File: src/rtl/trap_ctrl.sv
// Trap sequencer: arbitrates exceptions, machine interrupts and MRET, then flushes and redirects fetch.
// Optional vectored interrupt targets in mtvec mode 01 are enabled by defining TRAP_VECTORED_EN.
module trap_ctrl #(
    parameter int unsigned FLUSH_CYCLES = 2
) (
    input  logic        clk,
    input  logic        reset,
    input  logic        exc_valid_i,
    input  logic [4:0]  exc_cause_i,
    input  logic [31:0] exc_pc_i,
    input  logic [31:0] exc_tval_i,
    input  logic        mret_i,
    input  logic        int_window_i,
    input  logic [31:0] instr_pc_i,
    input  logic        mstatus_mie_i,
    input  logic [31:0] mie_i,
    input  logic [31:0] mip_i,
    input  logic [31:0] trap_base_addr_i,
    input  logic [1:0]  trap_mode_i,
    input  logic [31:0] mepc_i,
    input  logic        redirect_ready_i,
    output logic        trap_take_o,
    output logic [31:0] exception_pc_o,
    output logic [31:0] trap_cause_o,
    output logic [31:0] trap_val_o,
    output logic        mret_take_o,
    output logic        flush_o,
    output logic        redirect_valid_o,
    output logic [31:0] redirect_pc_o,
    output logic        busy_o
);

    typedef enum logic [1:0] {
        ST_IDLE     = 2'd0,
        ST_FLUSH    = 2'd1,
        ST_REDIRECT = 2'd2
    } state_e;

    localparam logic [3:0] FLUSH_LAST = 4'(FLUSH_CYCLES - 1);

    state_e      state_q, state_d;
    logic [3:0]  cnt_q, cnt_d;
    logic        trap_take_q, trap_take_d;
    logic        mret_take_q, mret_take_d;
    logic        flush_q, flush_d;
    logic        redir_valid_q, redir_valid_d;
    logic        busy_q, busy_d;
    logic [31:0] epc_q, epc_d;
    logic [31:0] cause_q, cause_d;
    logic [31:0] tval_q, tval_d;
    logic [31:0] redir_pc_q, redir_pc_d;

    logic [31:0] pend_s;
    logic [3:0]  irq_code_s;
    logic        irq_req_s;
    logic [31:0] irq_target_s;
    logic        unused_s;

    assign pend_s = mie_i & mip_i;

    // Fixed interrupt priority: MEI, then MSI, then MTI; all other pending bits are ignored.
    always_comb begin
        irq_code_s = 4'd0;
        if (pend_s[11]) begin
            irq_code_s = 4'd11;
        end else if (pend_s[3]) begin
            irq_code_s = 4'd3;
        end else if (pend_s[7]) begin
            irq_code_s = 4'd7;
        end else begin
            irq_code_s = 4'd0;
        end
    end

    assign irq_req_s = mstatus_mie_i & int_window_i & (pend_s[11] | pend_s[3] | pend_s[7]);

`ifdef TRAP_VECTORED_EN
    assign irq_target_s = (trap_mode_i == 2'b01)
                        ? trap_base_addr_i + {26'd0, irq_code_s, 2'b00}
                        : trap_base_addr_i;
    assign unused_s     = ^{pend_s[31:12], pend_s[10:8], pend_s[6:4], pend_s[2:0]};
`else
    assign irq_target_s = trap_base_addr_i;
    assign unused_s     = ^{pend_s[31:12], pend_s[10:8], pend_s[6:4], pend_s[2:0], trap_mode_i};
`endif

    // Next-state and next-output logic for the IDLE/FLUSH/REDIRECT sequence.
    always_comb begin
        state_d       = state_q;
        cnt_d         = cnt_q;
        trap_take_d   = 1'b0;
        mret_take_d   = 1'b0;
        flush_d       = flush_q;
        redir_valid_d = redir_valid_q;
        busy_d        = busy_q;
        epc_d         = epc_q;
        cause_d       = cause_q;
        tval_d        = tval_q;
        redir_pc_d    = redir_pc_q;
        case (state_q)
            ST_IDLE: begin
                if (exc_valid_i) begin
                    state_d     = ST_FLUSH;
                    cnt_d       = FLUSH_LAST;
                    flush_d     = 1'b1;
                    busy_d      = 1'b1;
                    trap_take_d = 1'b1;
                    cause_d     = {27'd0, exc_cause_i};
                    epc_d       = exc_pc_i & 32'hFFFF_FFFE;
                    tval_d      = exc_tval_i;
                    redir_pc_d  = trap_base_addr_i;
                end else if (mret_i) begin
                    state_d     = ST_FLUSH;
                    cnt_d       = FLUSH_LAST;
                    flush_d     = 1'b1;
                    busy_d      = 1'b1;
                    mret_take_d = 1'b1;
                    redir_pc_d  = mepc_i;
                end else if (irq_req_s) begin
                    state_d     = ST_FLUSH;
                    cnt_d       = FLUSH_LAST;
                    flush_d     = 1'b1;
                    busy_d      = 1'b1;
                    trap_take_d = 1'b1;
                    cause_d     = {1'b1, 27'd0, irq_code_s};
                    epc_d       = instr_pc_i & 32'hFFFF_FFFE;
                    tval_d      = 32'd0;
                    redir_pc_d  = irq_target_s;
                end else begin
                    state_d = ST_IDLE;
                end
            end
            ST_FLUSH: begin
                if (cnt_q == 4'd0) begin
                    state_d       = ST_REDIRECT;
                    flush_d       = 1'b0;
                    redir_valid_d = 1'b1;
                end else begin
                    cnt_d = cnt_q - 4'd1;
                end
            end
            ST_REDIRECT: begin
                if (redirect_ready_i) begin
                    state_d       = ST_IDLE;
                    redir_valid_d = 1'b0;
                    busy_d        = 1'b0;
                end else begin
                    state_d = ST_REDIRECT;
                end
            end
            default: begin
                state_d       = ST_IDLE;
                cnt_d         = 4'd0;
                flush_d       = 1'b0;
                redir_valid_d = 1'b0;
                busy_d        = 1'b0;
            end
        endcase
    end

    // State and registered-output flops; reset aborts any sequence in flight.
    always_ff @(posedge clk or posedge reset) begin
        if (reset) begin
            state_q       <= ST_IDLE;
            cnt_q         <= 4'd0;
            trap_take_q   <= 1'b0;
            mret_take_q   <= 1'b0;
            flush_q       <= 1'b0;
            redir_valid_q <= 1'b0;
            busy_q        <= 1'b0;
            epc_q         <= 32'd0;
            cause_q       <= 32'd0;
            tval_q        <= 32'd0;
            redir_pc_q    <= 32'd0;
        end else begin
            state_q       <= state_d;
            cnt_q         <= cnt_d;
            trap_take_q   <= trap_take_d;
            mret_take_q   <= mret_take_d;
            flush_q       <= flush_d;
            redir_valid_q <= redir_valid_d;
            busy_q        <= busy_d;
            epc_q         <= epc_d;
            cause_q       <= cause_d;
            tval_q        <= tval_d;
            redir_pc_q    <= redir_pc_d;
        end
    end

    assign trap_take_o      = trap_take_q;
    assign mret_take_o      = mret_take_q;
    assign flush_o          = flush_q;
    assign redirect_valid_o = redir_valid_q;
    assign redirect_pc_o    = redir_pc_q;
    assign busy_o           = busy_q;
    assign exception_pc_o   = epc_q;
    assign trap_cause_o     = cause_q;
    assign trap_val_o       = tval_q;

endmodule

File: config.mk
export PLATFORM = sky130hd
export DESIGN_NAME = trap_ctrl
export DESIGN_NICKNAME = d
export VERILOG_FILES = /design/src/rtl/trap_ctrl.sv
export SDC_FILE = /design/constraint.sdc
export NUM_CORES = 1
export LEC_CHECK = 0
export ABC_CLOCK_PERIOD_IN_PS = 3870
export BUFFER_PORTS_ARGS = -buffer_cell sky130_fd_sc_hd__buf_2
export CAP_MARGIN = 20
export CORE_AREA = 3 3 142 144
export CTS_CLUSTER_SIZE = 24
export DETAILED_ROUTE_END_ITERATION = 10
export DIE_AREA = 0 0 145 147
export GPL_TIMING_DRIVEN = 0
export HOLD_SLACK_MARGIN = 0.15
export PLACE_DENSITY = 0.59
export SLEW_MARGIN = 5
export SYNTH_ARGS = -nofsm -noshare
export SYNTH_HDL_FRONTEND = slang
export SYNTH_SLANG_ARGS = --single-unit
export TNS_END_PERCENT = 100
File: constraint.sdc
create_clock -name clk -period 3.87 [get_ports clk]
set_input_delay 0.774 -clock clk [delete_from_list [all_inputs] [get_ports clk]]
set_output_delay 0.774 -clock clk [all_outputs]
set_load 0.01 [all_outputs]
Word-level counts from Yosys, hierarchy flattened
Index checks and enable logic that the tools add are counted.
{"block": "totals", "inputBits": 238, "regBits": 139, "wordCells": 79}
{"block": "op_classes", "reduce_logical": 10, "add_sub_neg": 1, "mux": 42, "bitwise": 8, "eq_ne": 7}
{"cell": "$mux W32", "count": 12}
{"cell": "$mux W4", "count": 5}
{"cell": "$mux W1", "count": 16}
{"cell": "$reduce_and A3 Y1", "count": 5}
{"cell": "$and A12 B12 Y12", "count": 1}
{"cell": "$pmux W4 S3", "count": 1}
{"cell": "$pmux W1 S3", "count": 3}
{"cell": "$ne A2 B2 Y1 const B", "count": 4}
{"cell": "$mux W3", "count": 2}
{"cell": "$pmux W2 S3", "count": 1}
{"cell": "$logic_not A4 Y1", "count": 1}
{"cell": "$mux W2", "count": 2}
{"cell": "$ne A4 B4 Y1 const B", "count": 1}
{"cell": "$sub A4 B1 Y4 const B", "count": 1}
{"cell": "$not A1 Y1", "count": 3}
{"cell": "$reduce_bool A3 Y1", "count": 1}
{"cell": "$and A1 B1 Y1", "count": 2}
{"cell": "$eq A2 B1 Y1 const B", "count": 1}
{"cell": "$eq A2 B2 Y1 const B", "count": 1}
{"cell": "$logic_not A2 Y1", "count": 1}
{"cell": "$or A1 B1 Y1", "count": 2}
{"cell": "$reduce_and A2 Y1", "count": 1}
{"cell": "$reduce_bool A2 Y1", "count": 1}

Depth between registers and ports, before layout
{"block": "logic_depth", "ltp_word": 8, "mapped_depth": 6}

Worst setup path after synthesis
Ideal clock, no wire load.
{"block": "synth_timing", "kind": "input port to flip-flop", "startpoint": "in exc_valid_i", "endpoint": "reg epc_q[24] (netlist: exception_pc_o[24])", "t_required_ns": 3.745, "setup_ns": 0.125, "t_arrival_ns": 1.848, "path_buffers": 2, "stages": 6, "slack_ns": 1.897, "cell_sequence": "buf_4 -> a221oi_2 -> a21oi_2 -> nand3_2 -> buf_4 -> mux2_2"}
{"block": "synth_via", "elab_chain_cells": 2, "word_cells_on_any_way": 4, "cone_classes": "eq/ne (1); mux (1); reduce/logical (2)"}
{"item": "start, declared", "line": "8", "text": "input logic exc_valid_i,"}
{"item": "$ne A2 B2 Y1 (no line) / $reduce_bool A2 Y1 (equally long branches)"}
{"item": "$reduce_and A3 Y1 (no line)"}
{"item": "end signal, assigned", "line": "183", "text": "epc_q <= epc_d;"}
{"item": "end, declared", "line": "48", "text": "logic [31:0] epc_q, epc_d;"}
Several ways; a longest one is shown, not always the timed one.
A chain may end at the register's enable or synchronous reset.

Final worst setup path
{"block": "layout_timing", "startpoint": "in mie_i[11]", "endpoint": "reg epc_q[27] (netlist: exception_pc_o[27])"}
{"block": "layout_via", "elab_chain_cells": 6}
{"item": "start, declared", "line": "16", "text": "input logic [31:0] mie_i,"}
{"item": "$and A12 B12 Y12", "line": "59", "text": "assign pend_s = mie_i & mip_i;"}
{"item": "$or A1 B1 Y1 (2 in a row)", "line": "75", "text": "assign irq_req_s = mstatus_mie_i & int_window_i & (pend_s[11] | pend_s[3] | pend_s[7]);"}
{"item": "$and A1 B1 Y1", "line": "75"}
{"item": "$reduce_bool A2 Y1 (no line)"}
{"item": "$reduce_and A3 Y1 (no line)"}
No other way between the ends.

==> flow_summary_export.csv <==
group,metric,value,unit
status,status,"finished, final reports clean",
floorplan,die_area,21300,µm²
drt,dr_wl_met2,7770,µm
yosys,synth.avg_cell_area,11.3,µm²
drt,vias_per_cell,4.29,
clocking,cts-buffers-inserted,9,
sta,finalMaxSlewViolations,0,
clocking,root_buffer,"clkbuf_16",
global_routing,grt_usage,14.1,%
floorplan,die_w,145,µm
critical_path,r2r-end,"redirect_pc_o[1]",
yosys,yosys.area.top_type,"dfrtp_1",
power_and_ir_drop,p_leak,3.73,nW
layout,layout-drive-gt1-share,52.4,%
global_routing,antenna_found_initial,5,
drt,firstDrtPassIters,5,
clocking,max-clock-path-buffers,2,
power_and_ir_drop,p_per_area,704,nW/µm²
drt,wl_met3,1090,µm
floorplan,ios,371,
drt,first_iter_violations,133,
power_and_ir_drop,irDropWorstVdd,0.000291,V
critical_path,cp-startpoint,"mie_i[11]",
layout,areaGrowthSynthToFinish,41.4,%
clocking,htreeDepth,3,
power_and_ir_drop,swShare,35.8,%
power_and_ir_drop,p_total,5.18,mW
sta,rsz0062_at_grt,"false",
power_and_ir_drop,power_frac_comb,42.8,%
layout,layout_common_cells,"buf_2 (292), dfrtp_1 (112), nand2_1 (72), mux2_2 (55), nor2_1 (38)",
drt,wl,15200,µm
yosys,yosysSeqAreaShare,53.8,%
power_and_ir_drop,pwr-share-seq,39.1,%
sta,fin_crit,2.02,ns
critical_path,crit_required,4.10,ns
yosys,ys_types,35,
yosys,synth_area,5210,µm²
critical_path,worstSetupStartpointType,"primary input",
floorplan,core,18800,µm²
yosys,yosys_warnings,0,
sta,fin_hold_ws,0.415,ns
drt,final_antenna_net_count,0,
drt,routed.top_layer,"met5",
yosys,ys.flop_type,"dfrtp_1",
power_and_ir_drop,switching_power,1.86,mW
placed_design,gp_congestion,0.769,
layout,layout_commonest_cell,"buf_2",
critical_path,cp_max_fo,10,
floorplan,initial_core_util,27.6,%
sta,fmax,494,MHz
min_path,hold_class,"in2async",
global_routing,grt_pass1_vias,4633,
clocking,clkLatencyLatePin,0.35,ns
floorplan,num_rows,50,
yosys,synthTopCellsByArea,"dfrtp_1 (54%), mux2_2 (12%), a22o_1 (6.1%), nand2_1 (5.2%), buf_4 (4.6%)",
placed_design,dpl.hpwl,11900,µm
critical_path,worstReg2RegStart,"state_q[1]",
placed_design,dp_slack,1.38,ns
critical_path,end_kind,"flop",
critical_path,path_class,"in2reg",
clocking,cts_tree,"built",
layout,nets,1017,
yosys,syn_inst,459,
power_and_ir_drop,internal_power,3.32,mW
layout,layout.cells.non_filler,1043,
critical_path,r2r_cells,5,
sta,hold_viol,0,
drt,wl_met1,5930,µm
global_routing,grt_pass1_wl,24200,µm
sta,min_period_over_period,52.3,%
global_routing,grt_start_max_net_pins,77,
global_routing,grt_overflow,0,
clocking,cts.sinks,112,
sta,skew,0.00955,ns
power_and_ir_drop,clkPwrFrac,18.1,%
drt,wl_per_cell,14.6,µm
yosys,synthArstFlopShare,100,%
clocking,cts-resized-gates,0,
critical_path,rrSetupSlack,2.15,ns
placed_design,place_inst,1026,
sta,setup_slack,1.85,ns
sta,setup_violations,0,
yosys,synth_top_area_share,53.8,%
placed_design,numPortBuffers,280,
drt,drc,0,
layout,fillers,1937,
layout,fin_util,39.1,%
flow_run,cap_violations,0,
clocking,post_cts_buffers,0,
yosys,synth_edf_count,0,
clocking,holdBufCountCts,0,
floorplan,die_height,147,µm
critical_path,crit_end,"exception_pc_o[27]",
drt,vias,4478,
yosys,ys_ff_latch,112,
clocking,path_clk_slew,0.07,ns
critical_path,cp.arrival,2.25,ns
[power by group through the flow]
| stage | combinational (mW) | clock [mW] | sequential (mW) |
|---|---|---|---|
| 2_1_floorplan | 1.04 | 0 | 2.32 |
| 3_3_place_gp | 2.23 | 0 | 2.04 |
| 3_5_place_dp | 2.27 | 0 | 2.04 |
| 4_1_cts | 2.26 | 0.979 | 2.03 |
| 5_1_grt | 2.44 | 1.02 | 2.11 |
| 6_report | 2.22 | 0.937 | 2.03 |
[synthesized netlist by cell type (2+ instances only)]
cell        n
buf_2      12
a22o_1     36
nor2_1     38
dfrtp_1   112
nor2b_1     2
buf_4      32
ha_1        2
nand2_1    72
mux2_1     11
a21o_1      3
o21ai_0     7
a21oi_1     2
mux2_2     55
clkbuf_1    8
nand2b_1    5
inv_1       5
buf_6       7
a31oi_1    32
mux2i_1     2
[metrics by stage]
stage,setup TNS (ns),cell area [µm²]
after CTS,0,7360
after global placement,-160.80,7030
final,0,7360
after floorplan,0,5300
after detailed placement,0,7060
after global routing,0,7360
[state kept, by name, indices dropped and copies added, names as in the netlist]
| signal | cells |
|---|---|
| redirect_valid_o | 1 |
| cnt_q | 4 |
| trap_val_o | 32 |
| trap_cause_o | 6 |
| flush_o | 1 |
| redirect_pc_o | 32 |
| busy_o | 1 |
| trap_take_o | 1 |
| exception_pc_o | 31 |
| mret_take_o | 1 |
| state_q | 2 |
[worst min-delay path by stage]
| stage | endpoint | slack (ns) |
|---|---|---|
| 5_1_grt | exception_pc_o[30] | 0.43 |
| 3_3_place_gp | busy_o | 0.46 |
| 4_1_cts | exception_pc_o[24] | 0.41 |
| 2_1_floorplan | cnt_q[0] | 0.50 |
| 6_report | exception_pc_o[30] | 0.41 |
| 3_5_place_dp | flush_o | 0.46 |
[cell families (layout without fill, tap and decap cells)]
logic type                 count (synthesis)  after routing  synth area share [%]
adders and majority gates                  2              2                 0.481
buffers and inverters                     64            360                  8.22
and+or+nand+nor                          124            124                  9.78
AOI/OAI and AO/OA                         88             88                  13.0
muxes                                     68             68                  14.7
other                                      1             29                0.0720
DFF                                      112            112                  53.8
[worst max-delay path: stages]
cell and delay, ns:
buf_2 0.12, a221oi_2 0.39, a21oi_2 0.12, nand3_2 0.23
buf_4 0.26, mux2_2 0.35
[metal layers]
metal  vias up  global-route usage (%)
met3        32                    4.23
met1      2083                    15.8
met5         -                       0
met4         6                    6.32
li1       2180                       -
met2       177                    24.7
[cell type report]
class	count	area, µm²	area share (%)
buffer	59	409	5.56
tap	260	325	4.42
multi-input combinational	309	2070	28.2
antenna	2	5.00	0.0680
clock inverter	6	68.8	0.935
timing repair buffer	281	1430	19.4
inverter	5	23.8	0.323
sequential	112	2800	38.1
clock buffer	9	225	3.06
(Power assumes the default switching activity.)
